===== config.mk =====
export PLATFORM = sky130hd
export DESIGN_NAME = tart_bank_reader
export DESIGN_NICKNAME = d
export VERILOG_FILES = /design/src/rtl/tart_bank_reader_pkg.sv /design/src/rtl/tart_skid_fifo2.sv /design/src/rtl/tart_bank_reader.sv
export SDC_FILE = /design/constraint.sdc
export NUM_CORES = 1
export LEC_CHECK = 0
export ABC_AREA = 0
export BUFFER_PORTS_ARGS = -buffer_cell sky130_fd_sc_hd__clkbuf_2
export CAP_MARGIN = 20
export CORE_UTILIZATION = 34
export DETAILED_ROUTE_END_ITERATION = 7
export PLACE_DENSITY_LB_ADDON = 0.15
export SYNTH_ARGS = -nofsm -noshare
export SYNTH_HDL_FRONTEND = slang
export SYNTH_SLANG_ARGS = --single-unit

===== constraint.sdc =====
create_clock -name clk_i -period 2.35 [get_ports clk_i]
set_input_delay 0.1175 -clock clk_i [delete_from_list [all_inputs] [get_ports clk_i]]
set_output_delay 0.1175 -clock clk_i [all_outputs]
set_load 0.02 [all_outputs]

===== src/rtl/tart_bank_reader_pkg.sv =====
// ---------------------------------------------------------------------------
// tart_bank_reader_pkg
// Shared definitions for the correlator bank readback block:
//   state_e  - readback FSM encoding (IDLE, READ, DRAIN)
//   mk_adr   - builds the block-RAM read address {bank, index}
// ---------------------------------------------------------------------------
package tart_bank_reader_pkg;

   typedef enum logic [1:0] {
      ST_IDLE  = 2'd0,
      ST_READ  = 2'd1,
      ST_DRAIN = 2'd2
   } state_e;

   // Concatenates bank and word index; the caller casts the result down to
   // BBITS+WBITS bits.
   function automatic logic [31:0] mk_adr(input logic [31:0] bank,
                                          input logic [31:0] idx,
                                          input int unsigned wbits);
      return (bank << wbits) | idx;
   endfunction

endpackage


===== src/rtl/tart_skid_fifo2.sv =====
// ---------------------------------------------------------------------------
// tart_skid_fifo2
// Two-entry valid/ready FIFO. The head is presented combinationally on
// o_data/o_valid; a word leaves when o_valid and i_ready are both high.
// Ports:
//   i_clk, i_rst_n   clock, asynchronous active-low reset
//   i_push, i_data   write strobe and word (dropped only if full and not popping)
//   i_ready          consumer ready
//   o_valid, o_data  head word (o_data forced to 0 while empty)
//   o_count          current occupancy 0..2
// ---------------------------------------------------------------------------
module tart_skid_fifo2
   import tart_bank_reader_pkg::*;
#(
   parameter int W = 25
) (
   input  logic         i_clk,
   input  logic         i_rst_n,
   input  logic         i_push,
   input  logic [W-1:0] i_data,
   input  logic         i_ready,
   output logic         o_valid,
   output logic [W-1:0] o_data,
   output logic [1:0]   o_count
);

   logic [W-1:0] r_mem [2];
   logic         r_wp;
   logic         r_rp;
   logic [1:0]   r_cnt;
   logic         w_push;
   logic         w_pop;

   assign o_valid = (r_cnt != 2'd0);
   assign w_pop   = o_valid & i_ready;
   // A full FIFO can still accept a word in the cycle its head leaves.
   assign w_push  = i_push & ((r_cnt != 2'd2) | w_pop);
   assign o_data  = o_valid ? r_mem[r_rp] : '0;
   assign o_count = r_cnt;

   always_ff @(posedge i_clk or negedge i_rst_n) begin
      if (!i_rst_n) begin
         r_wp  <= 1'b0;
         r_rp  <= 1'b0;
         r_cnt <= 2'd0;
      end else begin
         if (w_push) r_wp <= ~r_wp;
         if (w_pop)  r_rp <= ~r_rp;
         case ({w_push, w_pop})
            2'b10:   r_cnt <= r_cnt + 2'd1;
            2'b01:   r_cnt <= r_cnt - 2'd1;
            default: r_cnt <= r_cnt;
         endcase
      end
   end

   // Storage is data only; emptiness is tracked by r_cnt.
   always_ff @(posedge i_clk) begin
      if (w_push) r_mem[r_wp] <= i_data;
   end

endmodule


===== src/rtl/tart_bank_reader.sv =====
// ---------------------------------------------------------------------------
// tart_bank_reader
// Reads back each completed correlator bank from the visibilities block-RAM
// after a bank-swap pulse and streams the words out over valid/ready.
// One further bank can be queued while a readout is running; a swap beyond
// that raises a sticky overflow and skips the oldest queued bank.
// Ports:
//   clk_i, rst_ni          bus clock, asynchronous active-low reset
//   en_i, swap_i           readback enable, bank-complete pulse
//   mem_rd_o, mem_adr_o    block-RAM read strobe and {bank, index} address
//   mem_dat_i              read data, valid the cycle after mem_rd_o
//   dat_o, valid_o, last_o output stream; last_o marks word WORDS-1
//   ready_i                stream consumer ready
//   bank_o, busy_o         bank being read, readout in progress
//   overflow_o, clr_i      sticky overrun flag and its clear
// ---------------------------------------------------------------------------
module tart_bank_reader
   import tart_bank_reader_pkg::*;
#(
   parameter int WIDTH = 24,
   parameter int WBITS = 6,
   parameter int BBITS = 4
) (
   input  logic                   clk_i,
   input  logic                   rst_ni,
   input  logic                   en_i,
   input  logic                   swap_i,
   output logic                   mem_rd_o,
   output logic [BBITS+WBITS-1:0] mem_adr_o,
   input  logic [WIDTH-1:0]       mem_dat_i,
   output logic [WIDTH-1:0]       dat_o,
   output logic                   valid_o,
   output logic                   last_o,
   input  logic                   ready_i,
   output logic [BBITS-1:0]       bank_o,
   output logic                   busy_o,
   output logic                   overflow_o,
   input  logic                   clr_i
);

   localparam int ADR_W = BBITS + WBITS;
   localparam logic [BBITS-1:0] BANK_ONE = BBITS'(1);
   localparam logic [WBITS:0]   IDX_ONE  = (WBITS+1)'(1);

   state_e           r_state;
   state_e           w_state_nxt;
   logic [BBITS-1:0] r_bank;       // bank being read
   logic [BBITS-1:0] w_bank_nxt;
   logic [BBITS-1:0] r_nxt;        // bank the next (or pending) readout uses
   logic [BBITS-1:0] w_nxt_nxt;
   logic [WBITS:0]   r_idx;        // extra bit flags the end of a bank
   logic [WBITS:0]   w_idx_nxt;
   logic [WBITS:0]   w_idx_inc;
   logic             r_pend;
   logic             w_pend_nxt;
   logic             r_ovf;
   logic             w_ovf_set;
   logic             r_infl;       // a read was issued last cycle
   logic             r_infl_last;  // ...and it was word WORDS-1
   logic             w_rd;
   logic             w_final;
   logic             w_swap;
   logic             w_pend_eff;
   logic [BBITS-1:0] w_nxt_eff;
   logic             w_pop;
   logic             w_room;
   logic             w_drained;
   logic             w_valid;
   logic [WIDTH:0]   w_head;
   logic [1:0]       w_cnt;

   tart_skid_fifo2 #(.W(WIDTH + 1)) u_fifo (
      .i_clk   (clk_i),
      .i_rst_n (rst_ni),
      .i_push  (r_infl),
      .i_data  ({r_infl_last, mem_dat_i}),
      .i_ready (ready_i),
      .o_valid (w_valid),
      .o_data  (w_head),
      .o_count (w_cnt)
   );

   assign w_swap    = swap_i & en_i;
   assign w_pop     = w_valid & ready_i;
   assign w_idx_inc = r_idx + IDX_ONE;
   // Occupancy after this cycle's pop plus the read in flight must stay
   // below 2 for a new read to fit; counting the pop keeps one word/cycle.
   assign w_room    = ({1'b0, w_cnt} + {2'b00, r_infl}) < (3'd2 + {2'b00, w_pop});
   assign w_drained = ({1'b0, w_cnt} == {2'b00, w_pop}) && !r_infl;

   // -- FSM state register ---------------------------------------------------
   always_ff @(posedge clk_i or negedge rst_ni) begin
      if (!rst_ni) begin
         r_state     <= ST_IDLE;
         r_bank      <= '0;
         r_nxt       <= '0;
         r_idx       <= '0;
         r_pend      <= 1'b0;
         r_ovf       <= 1'b0;
         r_infl      <= 1'b0;
         r_infl_last <= 1'b0;
      end else begin
         r_state     <= w_state_nxt;
         r_bank      <= w_bank_nxt;
         r_nxt       <= w_nxt_nxt;
         r_idx       <= w_idx_nxt;
         r_pend      <= w_pend_nxt;
         r_infl      <= w_rd;
         r_infl_last <= w_rd & w_final;
         // A new overrun takes priority over a simultaneous clear.
         if (w_ovf_set)  r_ovf <= 1'b1;
         else if (clr_i) r_ovf <= 1'b0;
      end
   end

   // -- FSM next state and read issue ----------------------------------------
   always_comb begin
      w_state_nxt = r_state;
      w_bank_nxt  = r_bank;
      w_nxt_nxt   = r_nxt;
      w_idx_nxt   = r_idx;
      w_pend_nxt  = r_pend;
      w_ovf_set   = 1'b0;
      w_rd        = 1'b0;
      w_final     = 1'b0;
      w_pend_eff  = r_pend;
      w_nxt_eff   = r_nxt;

      // Swap during a readout: queue it, or if a bank is already queued,
      // flag the overrun and move the queued bank on so the pointer keeps
      // tracking the correlator's write bank.
      if (w_swap && (r_state != ST_IDLE)) begin
         if (r_pend) begin
            w_ovf_set = 1'b1;
            w_nxt_eff = r_nxt + BANK_ONE;
         end else begin
            w_pend_eff = 1'b1;
         end
      end

      case (r_state)
         ST_IDLE: begin
            if (w_swap) begin
               w_state_nxt = ST_READ;
               w_idx_nxt   = '0;
               w_bank_nxt  = r_nxt;
               w_nxt_nxt   = r_nxt + BANK_ONE;
            end
         end

         ST_READ: begin
            w_rd       = w_room;
            w_pend_nxt = w_pend_eff;
            w_nxt_nxt  = w_nxt_eff;
            if (w_rd) begin
               w_idx_nxt = w_idx_inc;
               w_final   = w_idx_inc[WBITS];
            end
            if (w_final) begin
               if (w_pend_eff) begin
                  // Back-to-back start of the queued bank, no idle cycle.
                  w_bank_nxt = w_nxt_eff;
                  w_nxt_nxt  = w_nxt_eff + BANK_ONE;
                  w_pend_nxt = 1'b0;
                  w_idx_nxt  = '0;
               end else begin
                  w_state_nxt = ST_DRAIN;
               end
            end
         end

         ST_DRAIN: begin
            w_pend_nxt = w_pend_eff;
            w_nxt_nxt  = w_nxt_eff;
            if (w_pend_eff) begin
               // Start the queued bank rather than dropping it in IDLE.
               w_state_nxt = ST_READ;
               w_bank_nxt  = w_nxt_eff;
               w_nxt_nxt   = w_nxt_eff + BANK_ONE;
               w_pend_nxt  = 1'b0;
               w_idx_nxt   = '0;
            end else if (w_drained) begin
               w_state_nxt = ST_IDLE;
            end
         end

         default: begin
            w_state_nxt = ST_IDLE;
         end
      endcase
   end

   // -- outputs ----------------------------------------------------------------
   assign mem_rd_o   = w_rd;
   assign mem_adr_o  = w_rd ? ADR_W'(mk_adr(32'(r_bank), 32'(r_idx[WBITS-1:0]), WBITS)) : '0;
   assign dat_o      = w_head[WIDTH-1:0];
   assign last_o     = w_head[WIDTH];
   assign valid_o    = w_valid;
   assign bank_o     = r_bank;
   assign busy_o     = (r_state != ST_IDLE);
   assign overflow_o = r_ovf;

endmodule


==> flow_summary.ini <==
[sta]
slew_viol_final = 0
setup_violations = 0
max_freq_mhz = 455
fin_worst_skew_ns = 0.00928
hold_slack_ns = 0.136
worst_slew_pin_slew_ns = 0.688
tns_ns = 0
rsz0062_at_grt = false
slew_headroom = 0.541
finalCritPeriodShare = 0.935
hold_viol_final = 0
post-route-min-period_ns = 2.20

[global_route]
grt_pass1_vias = 2523
grt_pass1_wl_um = 12100
grt_usage = 0.140
overflow = 0
antenna_found_initial = 0
grt_start_max_net_pins = 27

[die]
io_pins = 73
die_x_um = 106
rows = 37
die_height_um = 106
die-area_mm2 = 0.0113
start_util = 0.354
core_area_mm2 = 0.0105

[clock_network]
root_buffer = clkbuf_8
clock_latency_ns = 0.34
cts_buffers = 9
ctsLongestPathBuffers = 2
htree_levels = 3
cts_tree = built
clk_pin_slew_ns = 0.08
cts_num_sinks = 75

[logic_synthesis]
syn-num-nets = 340
synthesis.area_mm2 = 0.00370
syn_area_per_cell_um2 = 12.3
ys_warn_count = 0
yosys.area_share.simple = 0.128
synth-compound-area-share = 0.0905
syn-instance-count = 300
synthFlopType = edfxtp_1
synthAdderAreaFrac = 0.0392
synth-xor-area-share = 0.0439
ys_seq_area_frac = 0.574
ys_seq_elements = 75
ys_types = 56
muxShareOfSynthArea = 0.0939
synth_top_family_by_area = simple AND/OR/NAND/NOR gates
synth_edf_count = 50
synthArstFlopShare = 0.333

[drt]
first_pass_iters = 4
avgViaCountPerCell = 4.73
drt-initial-drc-count = 86
post-route-drc-count = 0
vias = 2587
wl_per_cell_um = 13.8
drtAntennaViolNets = 0
totalWireLength_um = 7570

[critical_path]
crit_path_max_fanout = 11
worstSetupPathType = register to output port
cp.required_ns = 2.23
critPathArrivalTime_ns = 2.08
cp-end-kind = output port
worst_setup_path_start_kind = register
reg2regPathDepth = 9

[pwr]
irDropWorstVdd_uv = 606
power_density_mw_per_mm2 = 1290
p_leak_nw = 2.04

[cells_and_area]
postLayoutCoreUtil = 0.456
layout.nets = 447
syn_to_final_growth_pct = 28.7
diodes = 0
layout_commonest_cell = clkbuf_2
fill_cells = 981
final-instance-count-excl-fill = 547
final_cell_mix = clkbuf_2, edfxtp_1, nor2_1, mux2i_1, dlygate4sd3_1
fin_area_mm2 = 0.00477
drive_gt1_frac = 0.285

[place]
placed_area_mm2 = 0.00426
port_buffers = 72
placedCellCount = 506
gp_congestion = 0.799
hpwl_um = 5190

[worst_hold_path]
hp-class = primary input to register
holdPathStages = 3

[run]
maxCapViolCount = 0

[outcome]
outcome = finished clean
==> sequential cells by signal, summed over array words and instances, names as in the netlist <==
signal / flops
u_fifo.r_mem: 50
r_state: 2
overflow_o: 1
r_idx: 7
r_infl: 1
bank_o: 4
u_fifo.r_rp: 1
u_fifo.o_count: 2
r_pend: 1
u_fifo.r_wp: 1
r_infl_last: 1
r_nxt: 4
==> stage by stage <==
| stage | worst slack, ns | total power, mW |
|---|---|---|
| finish | 0.152 | 6.15 |
| global route | 0.0198 | 6.57 |
| detailed placement | 0.109 | 4.95 |
| floorplan | 0.223 | 4.10 |
| global placement | 0.152 | 4.94 |
| CTS | 0.0895 | 6.19 |
==> power breakdown <==
group	switching [mW]	leakage, nW	internal (mW)
Clock	0.488	0.120	0.704
Combinational	1.83	1.15	1.19
Sequential	0.202	0.773	1.73
Total	2.52	2.04	3.63
==> routing by layer <==
| layer | wire, um | GRT usage |
|---|---|---|
| met5 | 0 | 0 |
| met2 | 3690 | 0.229 |
| met3 | 257 | 0.0313 |
| met4 | 92 | 0.0506 |
| met1 | 3540 | 0.180 |
==> synthesized netlist by cell type (2+ instances only) <==
cell type   n  area [um2]
inv_1      12        45.0
xor2_1      5        43.8
a32oi_1     2        17.5
edfxtp_1   50        1500
buf_2       4        20.0
nand3_1     4        20.0
nand2b_1    3        18.8
buf_4       2        15.0
xnor2_1    11        96.3
nand2_1     9        33.8
mux2i_1    28         280
ha_1       10         125
nor4b_1     2        17.5
and3_1      3        18.8
o21ai_0     8        40.0
nor2_1     45         169
a21oi_1     7        35.0
mux2_2      6        67.6
nand4_1     4        25.0
maj3_1      2        20.0
or3_1       2        12.5
dfrtp_1    25         626
o31ai_1     3        22.5
clkbuf_1    6        22.5
o2111ai_1   2        17.5
and2_1     10        62.6
o21a_1      2        15.0
nor3_1      3        15.0
a31oi_1     3        18.8
==> worst max-delay path, cell delays in order (launching register included) <==
cell and delay [ns]:
dfrtp_1 0.40, ha_1 0.21, ha_1 0.33, o21a_1 0.25
nor2_1 0.07, buf_4 0.17, and2_1 0.16, clkbuf_2 0.15
==> cells by family (layout without fill, tap and decap cells) <==
logic type / Yosys count / count (layout)
muxes: 34 / 34
adders and majority gates: 12 / 12
and+or+nand+nor: 94 / 94
xor gates and xnor gates: 17 / 17
AOI/OAI and AO/OA: 43 / 43
DFF: 75 / 75
buffers and inverters: 25 / 136
==> final timing paths <==
path,endpoint,from,slack [ns]
max in group asynchronous,r_nxt[2]$_DFFE_PN0P_,rst_ni,1.56
worst min-delay path,u_fifo.r_rp$_DFFE_PN0P_,ready_i,0.14
worst max-delay path,mem_adr_o[1],r_infl$_DFF_PN0_,0.15
worst max register to register,r_nxt[2]$_DFFE_PN0P_,r_state[0]$_DFFE_PN0P_,0.25
min in group asynchronous,overflow_o$_DFFE_PN0P_,rst_ni,0.33
worst min register to register,u_fifo.r_mem[1][24]$_DFFE_PP_,r_infl_last$_DFF_PN0_,0.45
==> area by class of cell <==
cell class | instances | area [um2] | share of cell area
well taps | 136 | 170 | 0.0357
clock buffers | 9 | 124 | 0.0260
multi-input cells | 200 | 1490 | 0.312
clock inverters | 6 | 113 | 0.0236
flip-flops and latches | 75 | 2130 | 0.446
repair buffers | 109 | 703 | 0.147
inverters | 12 | 45.0 | 0.00945
==> what timing repair did <==
| item | 4_1_cts | 5_1_grt |
|---|---|---|
| gates resized for setup | 0 | 3 |
| hold buffers | 26 | 0 |
| setup endpoints to repair | 0 | 2 |
| endpoints found under the hold margin | 74 | 0 |
| buffers inserted | 0 | 0 |
No activity file was read; power rests on OpenSTA's default activity.
